[src/rtl/cache_pkg.sv]
// rtl/cache_pkg.sv - shared types and field widths for the CPU-side cache controller
//
// Purpose: MSI line-state encoding, controller state enum and address field widths
// shared by the controller top and its word counter.
// Ports: none (package).

package cache_pkg;

  localparam int ADDRESS_WIDTH = 16;
  localparam int DATA_WIDTH    = 16;
  localparam int TAG_WIDTH     = 8;
  localparam int INDEX_WIDTH   = 4;
  localparam int OFFSET_WIDTH  = 4;

  // MSI coherence state of a cache line, as stored in the array.
  typedef enum logic [1:0] {
    INVALID  = 2'd0,
    SHARED   = 2'd1,
    MODIFIED = 2'd2
  } msi_state_e;

  typedef enum logic [2:0] {
    IDLE       = 3'd0,
    WAIT_GRANT = 3'd1,
    INVALIDATE = 3'd2,
    WRITE_BACK = 3'd3,
    FETCH      = 3'd4,
    FINISH     = 3'd5
  } ctrl_state_e;

endpackage

[src/rtl/line_word_counter.sv]
// rtl/line_word_counter.sv - word-in-line counter for write-back and refill bursts
//
// Purpose: OFFSET_WIDTH-bit counter stepping through the words of one line.
// Ports:
//   clock, reset     rising-edge clock, asynchronous active-low reset
//   clear            synchronous clear to word 0 (wins over increment)
//   increment        advance by one word
//   count            current word offset
//   last             count is the final word of the line (all ones)

module line_word_counter
  import cache_pkg::*;
(
  input  logic                    clock,
  input  logic                    reset,
  input  logic                    clear,
  input  logic                    increment,
  output logic [OFFSET_WIDTH-1:0] count,
  output logic                    last
);

  always_ff @(posedge clock or negedge reset) begin
    if (!reset) begin
      count <= '0;
    end else if (clear) begin
      count <= '0;
    end else if (increment) begin
      count <= count + 1'b1;
    end
  end

  // Incrementing from the last word wraps to 0, ready for the next burst.
  assign last = &count;

endmodule

[src/rtl/cpu_side_cache_controller.sv]
// rtl/cpu_side_cache_controller.sv - CPU-side MSI sequencer for a direct-mapped snoopy cache
//
// Purpose: serves one CPU read/write at a time against the array CPU port; on a miss
// arbitrates for the bus, writes back a MODIFIED victim and refills the line; on a
// write hit to a SHARED line broadcasts a bus invalidate before updating.
// Ports:
//   clock, reset                          clock, asynchronous active-low reset
//   cpuRead/cpuWrite/cpuAddress/cpuDataIn CPU request, held until cpuDone
//   cpuDataOut/cpuDone                    read data and one-cycle completion pulse
//   cacheTag/cacheIndex/cacheOffset       array CPU-port address
//   cacheHit/cacheTagOut/cacheStateOut/cacheDataOut   array read side
//   cacheStateIn/cacheDataIn/cacheWrite*  array write side
//   busRequest/busGrant/busInvalidate     bus arbitration and invalidate broadcast
//   memRead/memWrite/memReadExclusive/memAddress/memDataOut/memDataIn/memDone
//                                         word-by-word memory transfers

module cpu_side_cache_controller
  import cache_pkg::*;
(
  input  logic                     clock,
  input  logic                     reset,
  input  logic                     cpuRead,
  input  logic                     cpuWrite,
  input  logic [ADDRESS_WIDTH-1:0] cpuAddress,
  input  logic [DATA_WIDTH-1:0]    cpuDataIn,
  output logic [DATA_WIDTH-1:0]    cpuDataOut,
  output logic                     cpuDone,
  output logic [TAG_WIDTH-1:0]     cacheTag,
  output logic [INDEX_WIDTH-1:0]   cacheIndex,
  output logic [OFFSET_WIDTH-1:0]  cacheOffset,
  input  logic                     cacheHit,
  input  logic [TAG_WIDTH-1:0]     cacheTagOut,
  input  logic [1:0]               cacheStateOut,
  input  logic [DATA_WIDTH-1:0]    cacheDataOut,
  output logic [1:0]               cacheStateIn,
  output logic [DATA_WIDTH-1:0]    cacheDataIn,
  output logic                     cacheWriteTag,
  output logic                     cacheWriteState,
  output logic                     cacheWriteData,
  output logic                     busRequest,
  input  logic                     busGrant,
  output logic                     busInvalidate,
  output logic                     memRead,
  output logic                     memWrite,
  output logic                     memReadExclusive,
  output logic [ADDRESS_WIDTH-1:0] memAddress,
  output logic [DATA_WIDTH-1:0]    memDataOut,
  input  logic [DATA_WIDTH-1:0]    memDataIn,
  input  logic                     memDone
);

  ctrl_state_e state, state_next;

  logic [TAG_WIDTH-1:0]    cpu_tag;
  logic [INDEX_WIDTH-1:0]  cpu_index;
  logic [OFFSET_WIDTH-1:0] cpu_offset;
  logic [OFFSET_WIDTH-1:0] word_count;
  logic                    word_last;
  logic                    count_clear;
  logic                    count_inc;
  logic                    request;
  logic                    hit_complete;

  assign {cpu_tag, cpu_index, cpu_offset} = cpuAddress;
  // A simultaneous read and write is served as a write.
  assign request      = cpuRead | cpuWrite;
  // Hits that finish in IDLE: any read hit, or a write hit that already owns the line.
  assign hit_complete = cacheHit & (~cpuWrite | (cacheStateOut == MODIFIED));

  assign count_clear = (state == IDLE) || (state == WAIT_GRANT);
  assign count_inc   = memDone && ((state == WRITE_BACK) || (state == FETCH));

  line_word_counter u_word_counter (
    .clock     (clock),
    .reset     (reset),
    .clear     (count_clear),
    .increment (count_inc),
    .count     (word_count),
    .last      (word_last)
  );

  always_ff @(posedge clock or negedge reset) begin
    if (!reset) begin
      state <= IDLE;
    end else begin
      state <= state_next;
    end
  end

  always_comb begin
    state_next = state;
    case (state)
      IDLE:       if (request && !hit_complete) state_next = WAIT_GRANT;
      // The hit is re-evaluated at grant time: a snooped invalidate while waiting
      // turns an upgrade into an ordinary miss.
      WAIT_GRANT: if (busGrant) begin
                    if (cacheHit)                       state_next = INVALIDATE;
                    else if (cacheStateOut == MODIFIED) state_next = WRITE_BACK;
                    else                                state_next = FETCH;
                  end
      INVALIDATE: state_next = IDLE;
      WRITE_BACK: if (memDone && word_last) state_next = FETCH;
      FETCH:      if (memDone && word_last) state_next = FINISH;
      FINISH:     state_next = IDLE;
      default:    state_next = IDLE;
    endcase
  end

  // Outputs are forced low while reset is held so nothing reaches the array or bus
  // even combinationally.
  always_comb begin
    cpuDataOut       = '0;
    cpuDone          = 1'b0;
    cacheTag         = '0;
    cacheIndex       = '0;
    cacheOffset      = '0;
    cacheStateIn     = INVALID;
    cacheDataIn      = '0;
    cacheWriteTag    = 1'b0;
    cacheWriteState  = 1'b0;
    cacheWriteData   = 1'b0;
    busRequest       = 1'b0;
    busInvalidate    = 1'b0;
    memRead          = 1'b0;
    memWrite         = 1'b0;
    memReadExclusive = 1'b0;
    memAddress       = '0;
    memDataOut       = '0;
    if (reset) begin
      cacheTag    = cpu_tag;
      cacheIndex  = cpu_index;
      cacheOffset = cpu_offset;
      case (state)
        IDLE: begin
          if (request && hit_complete) begin
            cpuDone = 1'b1;
            if (cpuWrite) begin
              cacheWriteData = 1'b1;
              cacheDataIn    = cpuDataIn;
            end else begin
              cpuDataOut = cacheDataOut;
            end
          end
        end
        WAIT_GRANT: busRequest = 1'b1;
        INVALIDATE: begin
          busRequest      = 1'b1;
          busInvalidate   = 1'b1;
          memAddress      = cpuAddress;
          cacheWriteState = 1'b1;
          cacheStateIn    = MODIFIED;
          cacheWriteData  = 1'b1;
          cacheDataIn     = cpuDataIn;
          cpuDone         = 1'b1;
        end
        WRITE_BACK: begin
          busRequest  = 1'b1;
          memWrite    = 1'b1;
          cacheOffset = word_count;
          memAddress  = {cacheTagOut, cpu_index, word_count};
          memDataOut  = cacheDataOut;
        end
        FETCH: begin
          busRequest       = 1'b1;
          memRead          = 1'b1;
          memReadExclusive = cpuWrite;
          cacheOffset      = word_count;
          memAddress       = {cpu_tag, cpu_index, word_count};
          if (memDone) begin
            cacheWriteData = 1'b1;
            cacheDataIn    = memDataIn;
          end
        end
        FINISH: begin
          busRequest      = 1'b1;
          cacheWriteTag   = 1'b1;
          cacheWriteState = 1'b1;
          cacheStateIn    = cpuWrite ? MODIFIED : SHARED;
        end
        default: ;
      endcase
    end
  end

endmodule

[config.mk]
export PLATFORM = sky130hd
export DESIGN_NAME = cpu_side_cache_controller
export DESIGN_NICKNAME = d
export VERILOG_FILES = /design/src/rtl/cache_pkg.sv /design/src/rtl/line_word_counter.sv /design/src/rtl/cpu_side_cache_controller.sv
export SDC_FILE = /design/constraint.sdc
export NUM_CORES = 1
export LEC_CHECK = 0
export CELL_PAD_IN_SITES_DETAIL_PLACEMENT = 1
export CELL_PAD_IN_SITES_GLOBAL_PLACEMENT = 2
export CORE_ASPECT_RATIO = 0.75
export CORE_MARGIN = 2
export CORE_UTILIZATION = 12
export CTS_CLUSTER_DIAMETER = 150
export CTS_CLUSTER_SIZE = 30
export DETAILED_ROUTE_END_ITERATION = 12
export GPL_ROUTABILITY_DRIVEN = 0
export PLACE_DENSITY_LB_ADDON = 0.3
export SYNTH_ARGS = -nofsm -noshare
export SYNTH_HDL_FRONTEND = slang
export SYNTH_SLANG_ARGS = --single-unit
[constraint.sdc]
create_clock -name clock -period 1.7 [get_ports clock]
set_input_delay 0.425 -clock clock [delete_from_list [all_inputs] [get_ports clock]]
set_output_delay 0.425 -clock clock [all_outputs]
set_load 0.01 [all_outputs]
After elaboration in Yosys (flattened, before gate mapping)
Index checks and enable logic that the tools add are counted.
{"block": "word_totals", "output_inout_bits": 91, "register_bits": 7, "in_bits": 81, "wordCells": 82}
{"block": "classes", "bitwise": 4, "muxes": 51, "eq_ne": 10, "add_sub_neg": 1, "reduce_logical": 14}
{"cell": "$mux W16", "count": 11}
{"cell": "$pmux W16 S3", "count": 2}
{"cell": "$mux W1", "count": 20}
{"cell": "$mux W4", "count": 5}
{"cell": "$mux W3", "count": 6}
{"cell": "$pmux W3 S4", "count": 1}
{"cell": "$mux W8", "count": 1}
{"cell": "$reduce_and A4 Y1", "count": 2}
{"cell": "$eq A3 B2 Y1 const B", "count": 2}
{"cell": "$eq A3 B3 Y1 const B", "count": 2}
{"cell": "$ne A2 B1 Y1 const B", "count": 3}
{"cell": "$reduce_or A5 Y1", "count": 1}
{"cell": "$add A4 B1 Y4 const B", "count": 1}
{"cell": "$logic_and A1 B1 Y1", "count": 4}
{"cell": "$mux W2", "count": 2}
{"cell": "$pmux W2 S2", "count": 1}
{"cell": "$reduce_or A2 Y1", "count": 2}
{"cell": "$eq A3 B1 Y1 const B", "count": 1}
{"cell": "$logic_not A3 Y1", "count": 1}
{"cell": "$pmux W1 S3", "count": 1}
{"cell": "$eq A2 B2 Y1 const B", "count": 1}
{"cell": "$logic_or A1 B1 Y1", "count": 2}
{"cell": "$ne A2 B2 Y1 const B", "count": 1}
{"cell": "$or A1 B1 Y1", "count": 2}
{"cell": "other kinds (5)", "count": 5}

Depth between registers and ports, before layout
{"block": "depth", "word_depth": 7, "depth_mapped": 7, "depth_no_buf": 5}

Modules after synthesis
From an unflattened synthesis, not the netlist that was laid out.
{"block": "hier_totals", "hier_cells": 213, "area_unflattened_um2": 1582.8}
{"module": "cpu_side_cache_controller", "seq_area_each_um2": 75.1, "instances": 1, "area_per_inst_um2": 1383.8, "cells_each": 196}
{"module": "line_word_counter", "seq_area_each_um2": 100.1, "instances": 1, "area_per_inst_um2": 198.9, "cells_each": 17}

Worst setup path before layout
No wires, ideal clock.
{"block": "synth_timing", "kind": "register to output", "startpoint": "reg state[1]", "endpoint": "out cacheOffset[3]", "n_path_buf": 3, "path_stages_with_launch": 7, "setup_slack_ps": -97, "arrival_time_ps": 1372, "t_required_ps": 1275, "path_cell_list": "dfrtp_1 buf_6 nor3b_2 buf_2 buf_4 nand2_1 a21boi_0"}
{"block": "synth_via", "elab_chain_len": 4, "word_cells_on_any_way": 5, "classes_between": "2 x eq/ne; 2 x mux; 1 x reduce/logical"}
{"item": "start: declaration", "line_no": "cpu_side_cache_controller.sv:52", "text": "ctrl_state_e state, state_next;"}
{"item": "start signal: assignment", "line_no": "cpu_side_cache_controller.sv:86", "text": "state <= state_next;"}
{"item": "$eq A3 B2 Y1 or $eq A3 B3 Y1 (tied branches)", "line_no": "cpu_side_cache_controller.sv:133", "text": "case (state)"}
{"item": "$reduce_or A2 Y1 (no source line) *"}
{"item": "$mux W4 *", "line_no": "cpu_side_cache_controller.sv:133"}
{"item": "$mux W4 *", "line_no": "cpu_side_cache_controller.sv:129", "text": "if (reset) begin"}
{"item": "end: declaration", "line_no": "cpu_side_cache_controller.sv:30", "text": "output logic [OFFSET_WIDTH-1:0] cacheOffset,"}
Mark *: on every way between the ends. The rest lies on a longest branch, timed or not.

Worst setup path in the final report
{"block": "layout_timing", "startpoint": "reg state[1]", "endpoint": "out cpuDataOut[14]"}
{"block": "layout_via", "elab_chain_len": 3}
{"item": "$logic_not A3 Y1", "line_no": "cpu_side_cache_controller.sv:133"}
{"item": "$mux W16", "line_no": "cpu_side_cache_controller.sv:133"}
{"item": "$mux W16", "line_no": "cpu_side_cache_controller.sv:129"}
{"item": "end: declaration", "line_no": "cpu_side_cache_controller.sv:26", "text": "output logic [DATA_WIDTH-1:0] cpuDataOut,"}
Every way passes these cells.

==> run metrics <==
clock buffer count from CTS 3; largest family of logic cells by synthesized area simple AND/OR/NAND/NOR gates; Hold Slack 0.159 ns; f_max 430 MHz; status finished with violations; Vias 2832; global route total overflow 0; CTS sink cnt 7; Top delay family on crit path buffers and inverters; dpl cells a little over 600; TritonCTS clock tree yes; largest net degree at the start of global routing 21; area share of fa/ha/maj cells after synthesis less than 1%; Max-slew headroom between 70% and 80%; share of layout cells above drive strength 1 ~50%; Post-CTS Hold Buffers 0; die area around 15000 um2; Nets 561; ANT cells 0; met2 wire len 5.70 mm; top cell type's share of synthesized area 14.6%; slowest cell on the critical path dfrtp_2; Total GRT Usage between 10% and 20%; Max Fanout on Critical Path 4; Detail Route met3 WL ~650 um; crit path time final 2.32 ns; Fillers 1607; DRT met1 WL between 4 and 5 mm; Post-Syn Instances 245; synthesized cell area 1720 um2; Hold Crit Class in -> async; Post-Layout Cell Count 653; top cells by count, synth 40 x and2_1, 22 x and3_1, 21 x a22o_1; crit path buf inv count 5; clock slew seen by the registers of the worst setup and hold paths about 0.040 ns; Tcrit/Tclk final 137%; area grow syn2layout 168%; max-slew violation count 0; top layer in use met5; XOR/XNOR Fraction of Synth Area 0%; Clock Tree Root clkbuf_16; complex-gate fraction of the synthesized area 29.5%; power per cell area 915 nW/um2; First-pass DRT Iterations 4; antenna violations before repair 1; post-route cell area 4610 um2; mux share of post-synthesis cell area about 7.7%; DRC viols 0; Vias/cell 4.34; number of rows in the core area 37; VDD IR-drop max 0.362 mV; drt wl/cell 17.1 um; failing checks setup timing; nature of the critical path startpoint flop; Port Buffers 171; final wirelength roughly 11 mm; post-DP HPWL 8.31 mm; Setup TNS -34.01 ns; worst setup margin -0.623 ns; Setup-failing EPs final 82; distinct cell type count after synthesis 43; syn avg cell area 7.01 um2; Critical Path End Type output pin; Pwr Total 4.22 mW; number of DRC markers in iteration 0 84; cell chain of the critical path buf_6 -> nor4b_4 -> buf_4 -> buf_6 -> and4b_2 -> buf_6 -> and2_1 -> buf_2; first-pass GRT wire length between 15 and 20 mm; Die Ht 108 um; Post-synth EDFFs 0; Slew @ Worst Pin 0.357 ns; Synth area leader and2_1; simple-gate share of the synthesized area 42.3%; vias in the first global route 2960; ys async rst share 100%; antenna-violating nets left 0; H-tree levels 1; placed cell area around 3900 um2; Critical Path Max Stage Delay 0.42 ns; R2R depth 10; Max Root-Sink Buffers 2; number of synthesis warnings 0; RSZ-0062 raised after global routing true; clk_lat worst skew between 0.2 and 0.25 ns; top-count cell post-synth and2_1; Syn Nets approximately 330; Post-synth top flop dfrtp_1; Leak Pwr 2.13 nW; most used cell, CP buf_6; synthesized flop and latch total 7; Max-Cap Viols 0; starting density of the core between 10 and 15%; die extent in x 142 um; CP required between 1 and 1.5 ns; Levels on crit path 8; I/O pin count 172; Hold Fails Final Rpt 0; sequential-to-total area share from yosys stat 10.2%; Setup Skew 0.00179 ns; core footprint 13800 um2; Worst Path Class, Setup reg -> out; crit path DAT 1.90 ns; dominant cells by area after synthesis and2_1 15%, a22o_1 11%, dfrtp_1 10%, and3_1 8.0%, mux2i_1 7.0%
[cell families (layout without fill, tap and decap cells)]
logic type / count (synthesis) / count (layout)
muxes: 13 / 13
DFF: 7 / 7
AOI/OAI and AO/OA: 70 / 70
adders and majority gates: 1 / 1
buffers and inverters: 32 / 264
and+or+nand+nor: 122 / 123
[state kept, by name, summed over array words and instances (netlist names)]
signal / count
u_word_counter.count: 4
state: 3
[area by class of cell]
class	instances	area [um2]	share of cell area (%)
clock buffer	4	78.8	1.71
inverter	4	21.3	0.462
sequential	7	178	3.86
tap	175	219	4.75
timing repair buffer	256	2480	53.7
multi-input combinational	207	1640	35.5
[worst register-to-register path: stages, from the launching register on]
cell,delay (ns)
dfrtp_1,0.38
buf_4,0.18
nor3b_4,0.16
buf_6,0.14
buf_4,0.13
buf_6,0.11
buf_4,0.13
buf_4,0.13
nor3b_1,0.13
a31oi_1,0.14
nand3_1,0.10
[stage by stage]
stage	setup WS [ns]	utilization [%]
2_1_floorplan	-0.0658	-
3_3_place_gp	-0.977	28.4
3_5_place_dp	-1.01	28.4
4_1_cts	-0.595	32.0
5_1_grt	-0.668	33.3
6_report	-0.623	33.3
[what timing repair did]
item,CTS,global route
endpoints found under the hold margin,0,0
cloned,3,1
gates resized for setup,441,40
buffers inserted,32,3
endpoints found under the setup margin,93,91
pin swaps,30,7
[power by group]
| group | internal (mW) | total (mW) | switching (mW) |
|---|---|---|---|
| clock network | 0.313 | 0.414 | 0.101 |
| logic | 1.95 | 3.52 | 1.57 |
| registers | 0.215 | 0.283 | 0.0676 |
| total | 2.47 | 4.22 | 1.74 |
[cell usage in the layout, fill, tap and decap left out, types with 10 or more instances in the layout]
master           Yosys  routed
buf_6                2      53
and2_1              40      28
nor2b_1             14      10
clkdlybuf4s15_2      0      24
a22o_1              21      21
and3_1              22      15
and2_4               0      12
dlygate4sd2_1        0      12
buf_4                5      45
mux2i_1             12      11
clkdlybuf4s50_1      0      66
nor2_1              12      11
nand2_1             16      10
buf_2                9      34
[final timing paths]
check | end | start | slack, ns
setup reg to reg | u_word_counter.count[3]$_DFFE_PN0P_ | state[2]$_DFFE_PN0P_ | -0.15
setup / recovery | cpuDataOut[14] | state[1]$_DFFE_PN0P_ | -0.62
hold reg to reg | state[2]$_DFFE_PN0P_ | state[2]$_DFFE_PN0P_ | 0.72
max in group asynchronous | u_word_counter.count[3]$_DFFE_PN0P_ | reset | 1.30
min in group clock | state[2]$_DFFE_PN0P_ | state[2]$_DFFE_PN0P_ | 0.72
hold / removal | u_word_counter.count[2]$_DFFE_PN0P_ | reset | 0.16
[per-layer routing]
layer | global-route usage [%] | vias to the layer above
met5 | 0 | -
met2 | 25.5 | 96
met3 | 2.40 | 6
met4 | 1.93 | 2
li1 | - | 1364
met1 | 17.0 | 1364
(Power assumes the default switching activity.)
